## src/rtl/elevator_pkg.sv

```systemverilog
// Shared types and helpers for the N-floor elevator controller.
package elevator_pkg;

    localparam int MAX_FLOORS = 32;

    typedef enum logic [1:0] {IDLE, MOVE, DOOR, SOS} state_t;
    typedef enum logic {UP, DOWN} dir_t;

    function automatic int floor_w(input int n);
        return (n > 1) ? $clog2(n) : 1;
    endfunction

    function automatic logic any_above(input logic [MAX_FLOORS-1:0] req, input int idx);
        logic hit;
        hit = 1'b0;
        for (int i = 0; i < MAX_FLOORS; i++) begin
            if (i > idx && req[i]) hit = 1'b1;
        end
        return hit;
    endfunction

    function automatic logic any_below(input logic [MAX_FLOORS-1:0] req, input int idx);
        logic hit;
        hit = 1'b0;
        for (int i = 0; i < MAX_FLOORS; i++) begin
            if (i < idx && req[i]) hit = 1'b1;
        end
        return hit;
    endfunction

endpackage

```

## src/rtl/elevator_ctrl_tick_timer.sv

```systemverilog
// Reloadable down-counter: load to MAX, decrement toward 0, otherwise hold.
// done_o marks the last counted cycle (count at 1 or below).
module tick_timer #(
    parameter int MAX = 2
) (
    input  logic clk,
    input  logic rst_n,
    input  logic load_i,
    input  logic dec_i,
    output logic done_o
);
    localparam int CW = $clog2(MAX + 1);

    logic [CW-1:0] cnt_q, cnt_d;

    always_comb begin
        cnt_d = cnt_q;
        if (load_i) begin
            cnt_d = CW'(MAX);
        end else if (dec_i && cnt_q != '0) begin
            cnt_d = cnt_q - CW'(1);
        end
    end

    always_ff @(posedge clk or negedge rst_n) begin
        if (!rst_n) cnt_q <= '0;
        else        cnt_q <= cnt_d;
    end

    assign done_o = (cnt_q <= CW'(1));

endmodule

```

## src/rtl/elevator_ctrl.sv

```systemverilog
// N-floor elevator controller: latched calls, SCAN scheduling, travel/door timing, SOS, overweight.
// Define ELEVATOR_PARK_EN to return an idle cab to floor 0 after PARK_TICKS idle cycles.
module elevator_ctrl
    import elevator_pkg::*;
#(
    parameter int N_FLOORS     = 3,
    parameter int TRAVEL_TICKS = 2,
    parameter int DOOR_TICKS   = 3,
    parameter int PARK_TICKS   = 8
) (
    input  logic                clk,
    input  logic                rst_n,
    input  logic [N_FLOORS-1:0] call_btn,
    input  logic                sos,
    input  logic                overweight,
    output logic [N_FLOORS-1:0] call_led,
    output logic [N_FLOORS-1:0] floor_pos,
    output logic                door_open,
    output logic                moving,
    output logic                sos_mode,
    output logic                weight_limit_exceeded
);
    localparam int FLOOR_W = floor_w(N_FLOORS);
    localparam logic [FLOOR_W-1:0] TOP_FLOOR = FLOOR_W'(N_FLOORS - 1);

    state_t              state_q, saved_q;
    dir_t                dir_q;
    logic [FLOOR_W-1:0]  floor_q, next_floor;
    logic [N_FLOORS-1:0] req_q, req_d, call_eff, clr_mask, here_oh, next_oh;
    logic                door_open_q, moving_q, sos_mode_q, wle_q;
    logic                req_here, req_next, call_here, arrive;
    logic                up_here, up_next, down_next, ahead_next, behind_next;
    logic                travel_load, travel_dec, travel_done;
    logic                door_hold, door_load, door_dec, door_done;
    logic                park_go, park_cont;

    genvar gi;
    generate
        for (gi = 0; gi < N_FLOORS; gi++) begin : g_floor
            assign here_oh[gi] = (floor_q == FLOOR_W'(gi));
            assign next_oh[gi] = (next_floor == FLOOR_W'(gi));
        end
    endgenerate

    // Neighbouring floor in the travel direction, saturating at both ends.
    always_comb begin
        next_floor = floor_q;
        if (dir_q == UP) begin
            if (floor_q != TOP_FLOOR) next_floor = floor_q + FLOOR_W'(1);
        end else if (floor_q != '0) begin
            next_floor = floor_q - FLOOR_W'(1);
        end
    end

    assign req_here    = |(req_q & here_oh);
    assign req_next    = |(req_q & next_oh);
    assign call_here   = |(call_btn & here_oh);
    assign arrive      = (state_q == MOVE) && travel_done;
    assign up_here     = any_above(MAX_FLOORS'(req_q), int'(floor_q));
    assign up_next     = any_above(MAX_FLOORS'(req_q), int'(next_floor));
    assign down_next   = any_below(MAX_FLOORS'(req_q), int'(next_floor));
    assign ahead_next  = (dir_q == UP) ? up_next : down_next;
    assign behind_next = (dir_q == UP) ? down_next : up_next;

    always_comb begin
        clr_mask = '0;
        if (state_q == IDLE && req_here) clr_mask = here_oh;
        else if (arrive && req_next)     clr_mask = next_oh;
    end

    always_comb begin
        call_eff = call_btn;
        if (state_q == SOS)       call_eff = '0;
        else if (state_q == DOOR) call_eff = call_btn & ~here_oh;
    end

    // Clear wins over a same-cycle call on the same floor.
    assign req_d = sos ? '0 : ((req_q | call_eff) & ~clr_mask);

    // Timers keep counting on the SOS entry edge and freeze while in SOS.
    assign travel_load = (state_q == IDLE) || arrive;
    assign travel_dec  = (state_q == MOVE) && !travel_done;
    assign door_hold   = overweight || call_here;
    assign door_load   = (state_q == IDLE) || (state_q == MOVE) || (state_q == DOOR && door_hold);
    assign door_dec    = (state_q == DOOR) && !door_hold;

    tick_timer #(.MAX(TRAVEL_TICKS)) u_travel_timer (
        .clk(clk), .rst_n(rst_n), .load_i(travel_load), .dec_i(travel_dec), .done_o(travel_done)
    );

    tick_timer #(.MAX(DOOR_TICKS)) u_door_timer (
        .clk(clk), .rst_n(rst_n), .load_i(door_load), .dec_i(door_dec), .done_o(door_done)
    );

`ifdef ELEVATOR_PARK_EN
    logic park_idle, park_load, park_done, parking_q;

    assign park_idle = (state_q == IDLE) && (req_q == '0) && (call_btn == '0) && (floor_q != '0);
    assign park_load = sos || !park_idle;
    assign park_go   = park_idle && park_done;
    assign park_cont = parking_q && (req_q == '0) && (next_floor != '0);

    tick_timer #(.MAX(PARK_TICKS)) u_park_timer (
        .clk(clk), .rst_n(rst_n), .load_i(park_load), .dec_i(!park_load), .done_o(park_done)
    );

    always_ff @(posedge clk or negedge rst_n) begin
        if (!rst_n)                      parking_q <= 1'b0;
        else if (arrive)                 parking_q <= park_cont && !sos;
        else if (park_go && !sos)        parking_q <= 1'b1;
    end
`else
    assign park_go   = 1'b0;
    assign park_cont = 1'b0;
`endif

    always_ff @(posedge clk or negedge rst_n) begin
        if (!rst_n) begin
            state_q     <= IDLE;
            saved_q     <= IDLE;
            dir_q       <= UP;
            floor_q     <= '0;
            req_q       <= '0;
            door_open_q <= 1'b0;
            moving_q    <= 1'b0;
            sos_mode_q  <= 1'b0;
            wle_q       <= 1'b0;
        end else begin
            req_q <= req_d;
            wle_q <= 1'b0;
            if (sos) begin
                sos_mode_q  <= 1'b1;
                moving_q    <= 1'b0;
                door_open_q <= 1'b0;
                if (state_q != SOS) begin
                    state_q <= SOS;
                    saved_q <= state_q;
                    // Arrival on the entry edge completes; the cab then rests there.
                    if (arrive) begin
                        floor_q <= next_floor;
                        saved_q <= IDLE;
                    end
                end
            end else begin
                case (state_q)
                    IDLE: begin
                        if (req_here) begin
                            state_q     <= DOOR;
                            door_open_q <= 1'b1;
                        end else if (|req_q) begin
                            state_q  <= MOVE;
                            moving_q <= 1'b1;
                            dir_q    <= up_here ? UP : DOWN;
                        end else if (park_go) begin
                            state_q  <= MOVE;
                            moving_q <= 1'b1;
                            dir_q    <= DOWN;
                        end
                    end
                    MOVE: begin
                        if (travel_done) begin
                            floor_q <= next_floor;
                            if (req_next) begin
                                state_q     <= DOOR;
                                moving_q    <= 1'b0;
                                door_open_q <= 1'b1;
                            end else if (!(ahead_next || park_cont)) begin
                                if (behind_next) begin
                                    dir_q <= (dir_q == UP) ? DOWN : UP;
                                end else begin
                                    state_q  <= IDLE;
                                    moving_q <= 1'b0;
                                end
                            end
                        end
                    end
                    DOOR: begin
                        wle_q <= overweight;
                        if (!door_hold && door_done) begin
                            state_q     <= IDLE;
                            door_open_q <= 1'b0;
                        end
                    end
                    SOS: begin
                        state_q     <= saved_q;
                        sos_mode_q  <= 1'b0;
                        moving_q    <= (saved_q == MOVE);
                        door_open_q <= (saved_q == DOOR);
                    end
                    default: state_q <= IDLE;
                endcase
            end
        end
    end

    assign call_led              = req_q;
    assign floor_pos             = here_oh;
    assign door_open             = door_open_q;
    assign moving                = moving_q;
    assign sos_mode              = sos_mode_q;
    assign weight_limit_exceeded = wle_q;

endmodule

```

## config.mk

```make
export PLATFORM = sky130hd
export DESIGN_NAME = elevator_ctrl
export DESIGN_NICKNAME = d
export VERILOG_FILES = /design/src/rtl/elevator_pkg.sv /design/src/rtl/elevator_ctrl_tick_timer.sv /design/src/rtl/elevator_ctrl.sv
export SDC_FILE = /design/constraint.sdc
export NUM_CORES = 1
export LEC_CHECK = 0
export ABC_AREA = 0
export CAP_MARGIN = 20
export CELL_PAD_IN_SITES_DETAIL_PLACEMENT = 1
export CELL_PAD_IN_SITES_GLOBAL_PLACEMENT = 1
export CORE_ASPECT_RATIO = 1.4
export CORE_MARGIN = 4
export CORE_UTILIZATION = 45
export CTS_CLUSTER_DIAMETER = 150
export DETAILED_ROUTE_END_ITERATION = 12
export PLACE_DENSITY_LB_ADDON = 0.1
export REMOVE_ABC_BUFFERS = 1
export SLEW_MARGIN = 20
export SYNTH_ARGS = -nofsm -noshare
export SYNTH_HDL_FRONTEND = slang
export SYNTH_HIERARCHICAL = 1
export SYNTH_SLANG_ARGS = --single-unit
```

## constraint.sdc

```tcl
create_clock -name clk -period 3.8 [get_ports clk]
set_input_delay 0.76 -clock clk [delete_from_list [all_inputs] [get_ports clk]]
set_output_delay 0.76 -clock clk [all_outputs]
set_load 0.005 [all_outputs]
```

==> qor.yml, run 1 <==
die:
  num_rows: 24
  fp.dieW_um: 56.21
  core_mm2: 0.003123
  io_pins: 17
  dieArea_mm2: 0.004243
  fp.dieH_um: 75.49
  start_util: 0.4688
timing:
  slew_viol_final: 0
  fin_skew_ns: 0.001891
  slew_headroom: 0.4207
  setup_tns_ns: 0
  period_needed_ns: 2.564
  tightest_slew_ns: 0.8662
  max_freq_ghz: 0.3901
  period_share: 0.6747
  hold_viol: 0
  rsz0062_at_grt: "false"
  finalSetupViolations: 0
  holdWs_ns: 0.4965
detailed_routing:
  drt-initial-drc-count: 35
  drt.antenna.violating_nets: 0
  vias: 1357
  drc: 0
  dr.pass1.iters: 4
  wl_um: 4192
  wire_per_inst_um: 18.97
  via_per_inst: 6.140
logic_synthesis:
  synth_top_area_cell: "dfrtp_1"
  async_flop_share: 1.000
  synth_top_area_frac: 0.3077
  avgSynthCellArea_um2: 8.819
  ys_types: 49
  mappedNetlistArea_mm2: 0.001464
  yosys_most_used_dff: "dfrtp_1"
  ys_top_cells_by_area: "dfrtp_1 (31%), ha_1 (12%), a21oi_1 (5.5%)"
  synth_cells: 166
  seq_area_frac_synth: 0.3077
  ys_warn_count: 6
  synth_edf_count: 0
  ys_ff_latch: 18
worst_setup_path:
  path_cells: "clkdlybuf4s50_1 > nand2b_1 > o21a_1 > a311oi_1 > o21ai_1 > mux2_1"
  path_class: "input port to register"
  cpPeakStageDelay_ns: 0.83
  crit_fanout: 14
  worstPathArrival_ns: 2.71
  cpMaxStageDelayCell: "clkdlybuf4s50_1"
  start_kind: "input port"
  cp.required_ns: 3.95
  endpoint_kind: "register"
grt:
  antenna_found_initial: 0
  grt_pass1_vias: 1444
  grt_overflow: 0
  met2_usage: 0.3966
  grt_use_total: 0.2146
  grt_pass1_wl_um: 7072
  use_met1: 0.2503
  busiest_layer: "met2"
  grt_use_met3: 0.02712
  grt_max_degree: 19
pwr:
  intPower_mw: 0.7480
  p_per_area_mw_per_mm2: 838.1
  netSwitchingPower_mw: 0.6782
  power_leakage_nw: 0.7590
  clkPwrFrac: 0.115
  vdd.ir_drop.worst_v: 0.0004292
  seqPwrFrac: 0.257
  swShare: 0.4755
  p_comb_frac: 0.629
clocking:
  htreeDepth: 1
  postCtsSetupBuffers: 0
  clkLatencyLatePin_ns: 0.26
  cts_tree: "done"
  cts-buffers-inserted: 3
  clkSlewWorstSetupHoldPaths_ns: 0.07
  hold_buffers: 0
  clockBufferDepth: 2
  cts.sinks: 18
  root_buffer: "clkbuf_8"
  postCtsResizedCells: 0
placement:
  place_area_mm2: 0.001647
  dpl.hpwl_um: 3216
  port_buffers: 16
  gp_congestion: 0.9241
layout:
  antenna_cells: 0
  syn_to_final_growth_pct: 16.24
  nets: 204
  fin_area_mm2: 0.001702
  final_util: 0.5449
  drive_above_1_share: 0.06044
run_status:
  status: "complete, no violations"
run:
  maxCapViolCount: 0
min_path:
  hp-class: "register to register"
[registers in the layout, indices dropped and copies added (netlist names)]
signal	flops
sos_mode	1
moving	1
floor_q	2
saved_q	2
door_open	1
u_travel_timer/cnt_q	2
state_q	2
u_door_timer/cnt_q	2
dir_q	1
weight_limit_exceeded	1
call_led	3
[worst max-delay path, delay by kind of cell]
kind / cells / cell delay (ns)
buffers and inverters: 1 / 0.83
AO/OA/AOI/OAI: 3 / 0.55
multiplexers: 1 / 0.32
AND/OR/NAND/NOR: 1 / 0.24
[power by group through the flow]
stage	Sequential (mW)	Combinational (mW)	Clock [mW]
after CTS	0.366	0.894	0.165
after detailed placement	0.369	0.887	0
final	0.366	0.897	0.163
after floorplan	0.343	0.621	0
after global placement	0.365	0.848	0
after global routing	0.381	0.993	0.178
[final timing paths]
check / from / endpoint / slack [ns] / cells after the start
hold / removal: sos_mode / sos_mode / 0.50 / 1
max in group asynchronous: rst_n / dir_q / 2.28 / 1
setup / recovery: sos / state_q[0] / 1.24 / 6
setup reg to reg: floor_q[1] / state_q[0] / 1.24 / 7
hold reg to reg: sos_mode / sos_mode / 0.50 / 1
min in group asynchronous: rst_n / call_led[1] / 0.99 / 1
[cells in the mapped netlist, drive strengths merged (4+ instances only)]
master and n:
a21oi 16, dfrtp 18, ha 14, inv 14, mux2 4, mux2i 4, nand2 11, nand2b 6
nand3 5, nor2 15, o21ai 9
[kinds of logic (layout without fill, tap and decap cells)]
family	count (synthesis)	in the layout	share of synthesized area
AOI/OAI and AO/OA	54	54	0.2487
adders and majority gates	14	14	0.1197
buffers and inverters	18	34	0.05385
DFF	18	18	0.3077
muxes	8	8	0.06923
and+or+nand+nor	54	54	0.2009
[metrics by stage]
| stage | instances | power, mW | worst slack [ns] |
|---|---|---|---|
| after floorplan | 162 | 0.9641 | 1.603 |
| after global placement | 217 | 1.213 | 1.062 |
| after detailed placement | 217 | 1.256 | 1.011 |
| after CTS | 221 | 1.425 | 1.247 |
| after global routing | 221 | 1.552 | 1.046 |
| final | 221 | 1.426 | 1.236 |
[metal layers]
metal	up-vias	routed length (µm)
met5	-	0
met4	0	136
met3	13	128
met2	39	2156
met1	667	1771
li1	638	-
[cell type report]
cell class | count | area [µm²]
multi-input cells | 130 | 934.6
clock buffers | 4 | 55.05
well taps | 39 | 48.80
repair buffers | 16 | 160.2
flip-flops and latches | 18 | 450.4
fillers | 379 | 1421
inverters | 14 | 52.55
[cells in the final DEF, fill, tap and decap left out, drive strengths merged, types with 2 or more instances in the layout]
cell | netlist | routed
nor2 | 15 | 15
clkdlybuf4s50 | 0 | 16
a311oi | 3 | 3
and4bb | 3 | 3
ha | 14 | 14
a21boi | 2 | 2
nor3 | 2 | 2
a211o | 3 | 3
nand2b | 6 | 6
o21ai | 9 | 9
mux2i | 4 | 4
a31oi | 3 | 3
clkbuf | 2 | 4
o21a | 2 | 2
nor2b | 3 | 3
a21oi | 16 | 16
nand2 | 11 | 11
a211oi | 3 | 3
a22oi | 2 | 2
o211ai | 2 | 2
mux2 | 4 | 4
inv | 14 | 14
dfrtp | 18 | 18
a22o | 2 | 2
nand3 | 5 | 5
Power figures use the tool's default switching activity.
==> inputs of run 2 (changes only) <==
--- a/config.mk
+++ b/config.mk
@@ -11,7 +11,7 @@
 export CELL_PAD_IN_SITES_GLOBAL_PLACEMENT = 1
 export CORE_ASPECT_RATIO = 1.4
 export CORE_MARGIN = 4
-export CORE_UTILIZATION = 45
+export CORE_UTILIZATION = 38
 export CTS_CLUSTER_DIAMETER = 150
 export DETAILED_ROUTE_END_ITERATION = 12
 export PLACE_DENSITY_LB_ADDON = 0.1
==> constraint.sdc (replaced) <==
create_clock -name clk -period 2.3 [get_ports clk]
set_input_delay 0.46 -clock clk [delete_from_list [all_inputs] [get_ports clk]]
set_output_delay 0.46 -clock clk [all_outputs]
set_load 0.005 [all_outputs]
==> qor.yml, run 2 (synthesis results as in run 1) <==
placement:
  port_buffers: 16  # unchanged
  place_area_mm2: 0.001725  # was 0.001647 mm²
  dp_cells: 230  # was 217
  dpl.hpwl_um: 3492  # was 3216 µm
  gp_congestion: 0.8400  # was 0.9241
  pre_cts_ws_ns: -0.009187  # was 1.011 ns
detailed_routing:
  drt.antenna.violating_nets: 0  # unchanged
  dr.pass1.iters: 4  # unchanged
  drt-initial-drc-count: 46  # was 35
  wl_um: 4382  # was 4192 µm
  drc: 0  # unchanged
  wire_per_inst_um: 18.65  # was 18.97 µm
  via_per_inst: 5.851  # was 6.140
  vias: 1375  # was 1357
worst_setup_path:
  crit_end: "moving"  # was state_q[0]
  path_class: "register to register"  # was input port to register
  r2r-end: "moving"  # was state_q[0]
  cp.required_ns: 2.45  # was 3.95 ns
  start_kind: "register"  # was input port
  worstPathArrival_ns: 2.31  # was 2.71 ns
  r2r-start: "floor_q[1]"  # unchanged
  crit_fanout: 5  # was 14
  reg2reg_slack_ns: 0.14  # was 1.24 ns
  startpoint: "floor_q[1]"  # was sos
  endpoint_kind: "register"  # unchanged
  reg2reg_depth: 8  # was 7
clocking:
  htreeDepth: 1  # unchanged
  root_buffer: "clkbuf_8"  # unchanged
  clockBufferDepth: 2  # unchanged
  cts.sinks: 18  # unchanged
  clkLatencyLatePin_ns: 0.26  # about the same
  cts_tree: "done"  # unchanged
  clkSlewWorstSetupHoldPaths_ns: 0.08  # was 0.07 ns
  hold_buffers: 0  # unchanged
  cts-buffers-inserted: 3  # unchanged
layout:
  drive_above_1_share: 0.1451  # was 0.06044
  layout_common_cells: "dfrtp_1 (18), a21oi_1 (16), clkdlybuf4s50_1 (16)"  # unchanged
  fin_area_mm2: 0.001813  # was 0.001702 mm²
  nets: 215  # was 204
  final_common_cell: "dfrtp_1"  # unchanged
  syn_to_final_growth_pct: 23.85  # was 16.24%
  largest_register_ffs: 3  # unchanged
  nFillCells: 432  # was 379
  antenna_cells: 0  # unchanged
  fin_cells: 235  # was 221
timing:
  tightest_slew_ns: 0.4022  # was 0.8662 ns
  slew_viol_final: 0  # unchanged
  slew_headroom: 0.7318  # was 0.4207
  finalSetupViolations: 0  # unchanged
  period_needed_ns: 2.158
  fin_skew_ns: 0.001274  # was 0.001891 ns
  setup_tns_ns: 0  # unchanged
  rsz0062_at_grt: "false"  # unchanged
  hold_viol: 0  # unchanged
  period_share: 0.9383
  setup_ws_ns: 0.1419  # was 1.236 ns
  max_freq_ghz: 0.4634
run:
  maxCapViolCount: 0  # unchanged
pwr:
  vdd.ir_drop.worst_v: 0.0007090  # was 0.0004292 V
  p_per_area_mw_per_mm2: 1405  # was 838.1 mW/mm²
  total_power_mw: 2.548  # was 1.426 mW
  power_leakage_nw: 0.8095  # was 0.7590 nW
die:
  io_pins: 17  # unchanged
  fp.dieW_um: 60.46  # was 56.21 µm
  fp.dieH_um: 81.44  # was 75.49 µm
  num_rows: 26  # was 24
  dieArea_mm2: 0.004923  # was 0.004243 mm²
  core_mm2: 0.003676  # was 0.003123 mm²
  start_util: 0.3982  # was 0.4688
grt:
  grt_pass1_vias: 1536  # was 1444
  grt_pass1_wl_um: 7465  # was 7072 µm
  antenna_found_initial: 0  # unchanged
  grt_use_total: 0.2023  # was 0.2146
  grt_overflow: 0  # unchanged
  grt_max_degree: 19  # unchanged
run_status:
  status: "complete, no violations"  # unchanged
min_path:
  hp-class: "register to register"  # unchanged
## run 2: repair_timing
item	CTS	global route
cloned	0	0
buffers inserted	1	0
gates resized for setup	1	5
endpoints found under the setup margin	1	3
## run 2: how the worst min path moves through the flow
| stage | from | slack, ns | endpoint | cells past startpoint |
|---|---|---|---|---|
| after floorplan | rst_n | 0.16 | call_led[0] | 0 |
| after global placement | sos_mode | 0.47 | sos_mode | 1 |
| after detailed placement | sos_mode | 0.48 | sos_mode | 1 |
| after CTS | sos_mode | 0.49 | sos_mode | 1 |
| after global routing | sos_mode | 0.52 | sos_mode | 1 |
| final | sos_mode | 0.48 | sos_mode | 1 |
## run 2: metrics by stage
stage / hold WS (ns) / util
after CTS: 0.4932 / 0.4874
final: 0.4833 / 0.4932
after global placement: 0.4659 / 0.4694
after global routing: 0.5173 / 0.4932
after floorplan: 0.1644 / -
after detailed placement: 0.4763 / 0.4694
## run 2: final cells by class
type	count	area, µm²	area share
repair buffers	27	242.7	0.1339
well taps	42	52.55	0.02899
flip-flops and latches	18	450.4	0.2484
clock buffers	4	55.05	0.03037
inverters	14	52.55	0.02899
multi-input cells	130	959.7	0.5293
## run 2: report_power, final
group | leakage (nW) | internal, mW | switching [mW]
Combinational | 0.570 | 0.791 | 0.879
Clock | 0.0288 | 0.153 | 0.123
Sequential | 0.211 | 0.438 | 0.163
## run 2: per-layer routing
layer  share of wire  track usage
met1            0.40       0.2300
met4           0.019      0.07158
met2            0.55       0.3799
met3           0.025      0.02044
met5               0            0
## run 2: critical path: stages, from the launching register on
cell      delay (ns)
dfrtp_1         0.39
buf_4           0.16
ha_1            0.22
or3b_1          0.38
o311ai_0        0.11
buf_4           0.19
and4_4          0.21
o21ai_1         0.09
mux2_1          0.31
==> inputs of run 3 (changes only) <==
--- a/config.mk
+++ b/config.mk
@@ -11,9 +11,10 @@
 export CELL_PAD_IN_SITES_GLOBAL_PLACEMENT = 1
 export CORE_ASPECT_RATIO = 1.4
 export CORE_MARGIN = 4
-export CORE_UTILIZATION = 38
+export CORE_UTILIZATION = 43
 export CTS_CLUSTER_DIAMETER = 150
 export DETAILED_ROUTE_END_ITERATION = 12
+export DONT_BUFFER_PORTS = 1
 export PLACE_DENSITY_LB_ADDON = 0.1
 export REMOVE_ABC_BUFFERS = 1
 export SLEW_MARGIN = 20
==> qor.yml, run 3 (synthesis results as in run 1) <==
worst_setup_path:
  cp.required_ns: 2.43  # was 2.45 ns
  endpoint_kind: "register"  # unchanged
  path_cells: "buf_4 > ha_1 > mux2i_4 > mux2i_2 > o2111ai_1 > o21ai_2 > mux2_1"  # was buf_4 > ha_1 > or3b_1 > o311ai_0 > buf_4 > and4_4 > o21ai_1 > mux2_1
  crit_fanout: 5  # unchanged
  cpMaxStageDelayCell: "dfrtp_1"  # unchanged
  path_buf_inv: 1  # was 2
  crit_family: "multiplexers"  # was simple AND/OR/NAND/NOR gates
  path_class: "register to register"  # unchanged
  cpPeakStageDelay_ns: 0.41  # was 0.39 ns
  start_kind: "register"  # unchanged
  worstPathArrival_ns: 2.29  # was 2.31 ns
pwr:
  clkPwrFrac: 0.110  # was 0.108
  p_comb_frac: 0.637  # was 0.656
  vdd.ir_drop.worst_v: 0.0007854  # was 0.0007090 V
  intPower_mw: 1.267  # was 1.382 mW
  netSwitchingPower_mw: 1.144  # was 1.165 mW
  p_per_area_mw_per_mm2: 1469  # was 1405 mW/mm²
  swShare: 0.4744  # was 0.4574
  seqPwrFrac: 0.253  # was 0.236
  power_leakage_nw: 0.7314  # was 0.8095 nW
layout:
  largest_register_ffs: 3  # unchanged
  fin_cells: 213  # was 235
  nets: 196  # was 215
  layout_common_cells: "dfrtp_1 (18), a21oi_1 (16), nor2_1 (15)"  # was dfrtp_1 (18), a21oi_1 (16), clkdlybuf4s50_1 (16)
  drive_above_1_share: 0.1379  # was 0.1451
  syn_to_final_growth_pct: 12.14  # was 23.85%
  seq_area_um2: 450.4  # unchanged
  final_common_cell: "dfrtp_1"  # unchanged
  antenna_cells: 0  # unchanged
  multi_input_area_um2: 972.2  # was 959.7 µm²
  nFillCells: 391  # was 432
  final_util: 0.5157  # was 0.4932
timing:
  slew_viol_final: 0  # unchanged
  fin_skew_ns: 0.006805  # was 0.001274 ns
  holdWs_ns: 0.2682  # was 0.4833 ns
  finalSetupViolations: 0  # unchanged
  hold_viol: 0  # unchanged
  max_freq_ghz: 0.4638  # was 0.4634 GHz
  period_needed_ns: 2.156  # was 2.158 ns
  tightest_slew_ns: 0.8585  # was 0.4022 ns
  period_share: 0.9375  # was 0.9383
  slew_headroom: 0.4258  # was 0.7318
grt:
  antenna_found_initial: 0  # unchanged
  grt_overflow: 0  # unchanged
  grt_pass1_vias: 1398  # was 1536
  grt_pass1_wl_um: 6844  # was 7465 µm
  grt_use_total: 0.1973  # was 0.2023
  grt_max_degree: 19  # unchanged
die:
  fp.dieH_um: 77.04  # was 81.44 µm
  fp.dieW_um: 57.31  # was 60.46 µm
  dieArea_mm2: 0.004415  # was 0.004923 mm²
  start_util: 0.4599  # was 0.3982
  core_mm2: 0.003183  # was 0.003676 mm²
  io_pins: 17  # unchanged
  num_rows: 24  # was 26
placement:
  dpl.hpwl_um: 3208  # was 3492 µm
  gp_congestion: 0.8625  # was 0.8400
  dp_cells: 207  # was 230
  port_buffers: 0  # was 16
clocking:
  cts_tree: "done"  # unchanged
  htreeDepth: 1  # unchanged
  clkLatencyLatePin_ns: 0.25  # was 0.26 ns
  cts.sinks: 18  # unchanged
  clkSlewWorstSetupHoldPaths_ns: 0.08  # about the same
  root_buffer: "clkbuf_8"  # unchanged
  clockBufferDepth: 2  # unchanged
  cts-buffers-inserted: 3  # unchanged
detailed_routing:
  drc: 0  # unchanged
  drt.antenna.violating_nets: 0  # unchanged
  wl_um: 4152  # was 4382 µm
  via_per_inst: 6.160  # was 5.851
  dr.pass1.iters: 4  # unchanged
  drt-initial-drc-count: 20  # was 46
  wire_per_inst_um: 19.49  # was 18.65 µm
  vias: 1312  # was 1375
run:
  maxCapViolCount: 0  # unchanged
min_path:
  hp-class: "input port to register"  # was register to register
run_status:
  status: "complete, no violations"  # unchanged
[run 3: power by group through the flow]
| stage | Sequential, mW | Combinational, mW | Clock (mW) |
|---|---|---|---|
| 2_1_floorplan | 0.567 | 1.03 | 0 |
| 3_3_place_gp | 0.599 | 1.35 | 0 |
| 3_5_place_dp | 0.612 | 1.41 | 0 |
| 4_1_cts | 0.605 | 1.44 | 0.268 |
| 5_1_grt | 0.631 | 1.71 | 0.284 |
| 6_report | 0.610 | 1.54 | 0.264 |
[run 3: layout make-up]
type / instances / share of cell area
multi-input combinational: 130 / 0.5922
sequential: 18 / 0.2744
timing repair buffer: 8 / 0.03811
clock buffer: 4 / 0.03354
inverter: 14 / 0.03201
tap: 39 / 0.02973
[run 3: metrics by stage]
| step | setup TNS [ns] | power (mW) | setup slack, ns | cell area (µm²) |
|---|---|---|---|---|
| 6_report | 0 | 2.411 | 0.1437 | 1642 |
| 3_3_place_gp | 0 | 1.949 | 0.1530 | 1531 |
| 2_1_floorplan | 0 | 1.593 | 0.1026 | 1438 |
| 4_1_cts | 0 | 2.310 | 0.02127 | 1597 |
| 3_5_place_dp | 0 | 2.023 | 0.08784 | 1531 |
| 5_1_grt | -0.0004379 | 2.629 | -0.0004379 | 1642 |
[run 3: per-layer routing]
| layer | share of wire | vias to the layer above | global-route usage |
|---|---|---|---|
| met3 | 0.035 | 6 | 0.03697 |
| met2 | 0.53 | 29 | 0.3535 |
| met1 | 0.42 | 652 | 0.2286 |
| li1 | - | 625 | - |
| met5 | 0 | - | 0 |
| met4 | 0.017 | 0 | 0.06729 |
[run 3: what timing repair did]
item | in CTS | in global routing
hold endpoints to repair | 18 | 0
hold buffers | 1 | 0
setup endpoints to repair | 0 | 7
gates resized for setup | 0 | 8
setup buffers | 0 | 1
[run 3: final timing paths]
kind	from	to	slack, ns	cells after the start
worst min register to register	sos_mode	sos_mode	0.51	1
worst max-delay path	floor_q[1]	state_q[0]	0.14	7
worst min-delay path	sos	door_open	0.27	1
worst max register to register	floor_q[1]	state_q[0]	0.14	7
max in group asynchronous	rst_n	u_travel_timer/cnt_q[1]	1.01	1
min in group asynchronous	rst_n	call_led[2]	0.76	1
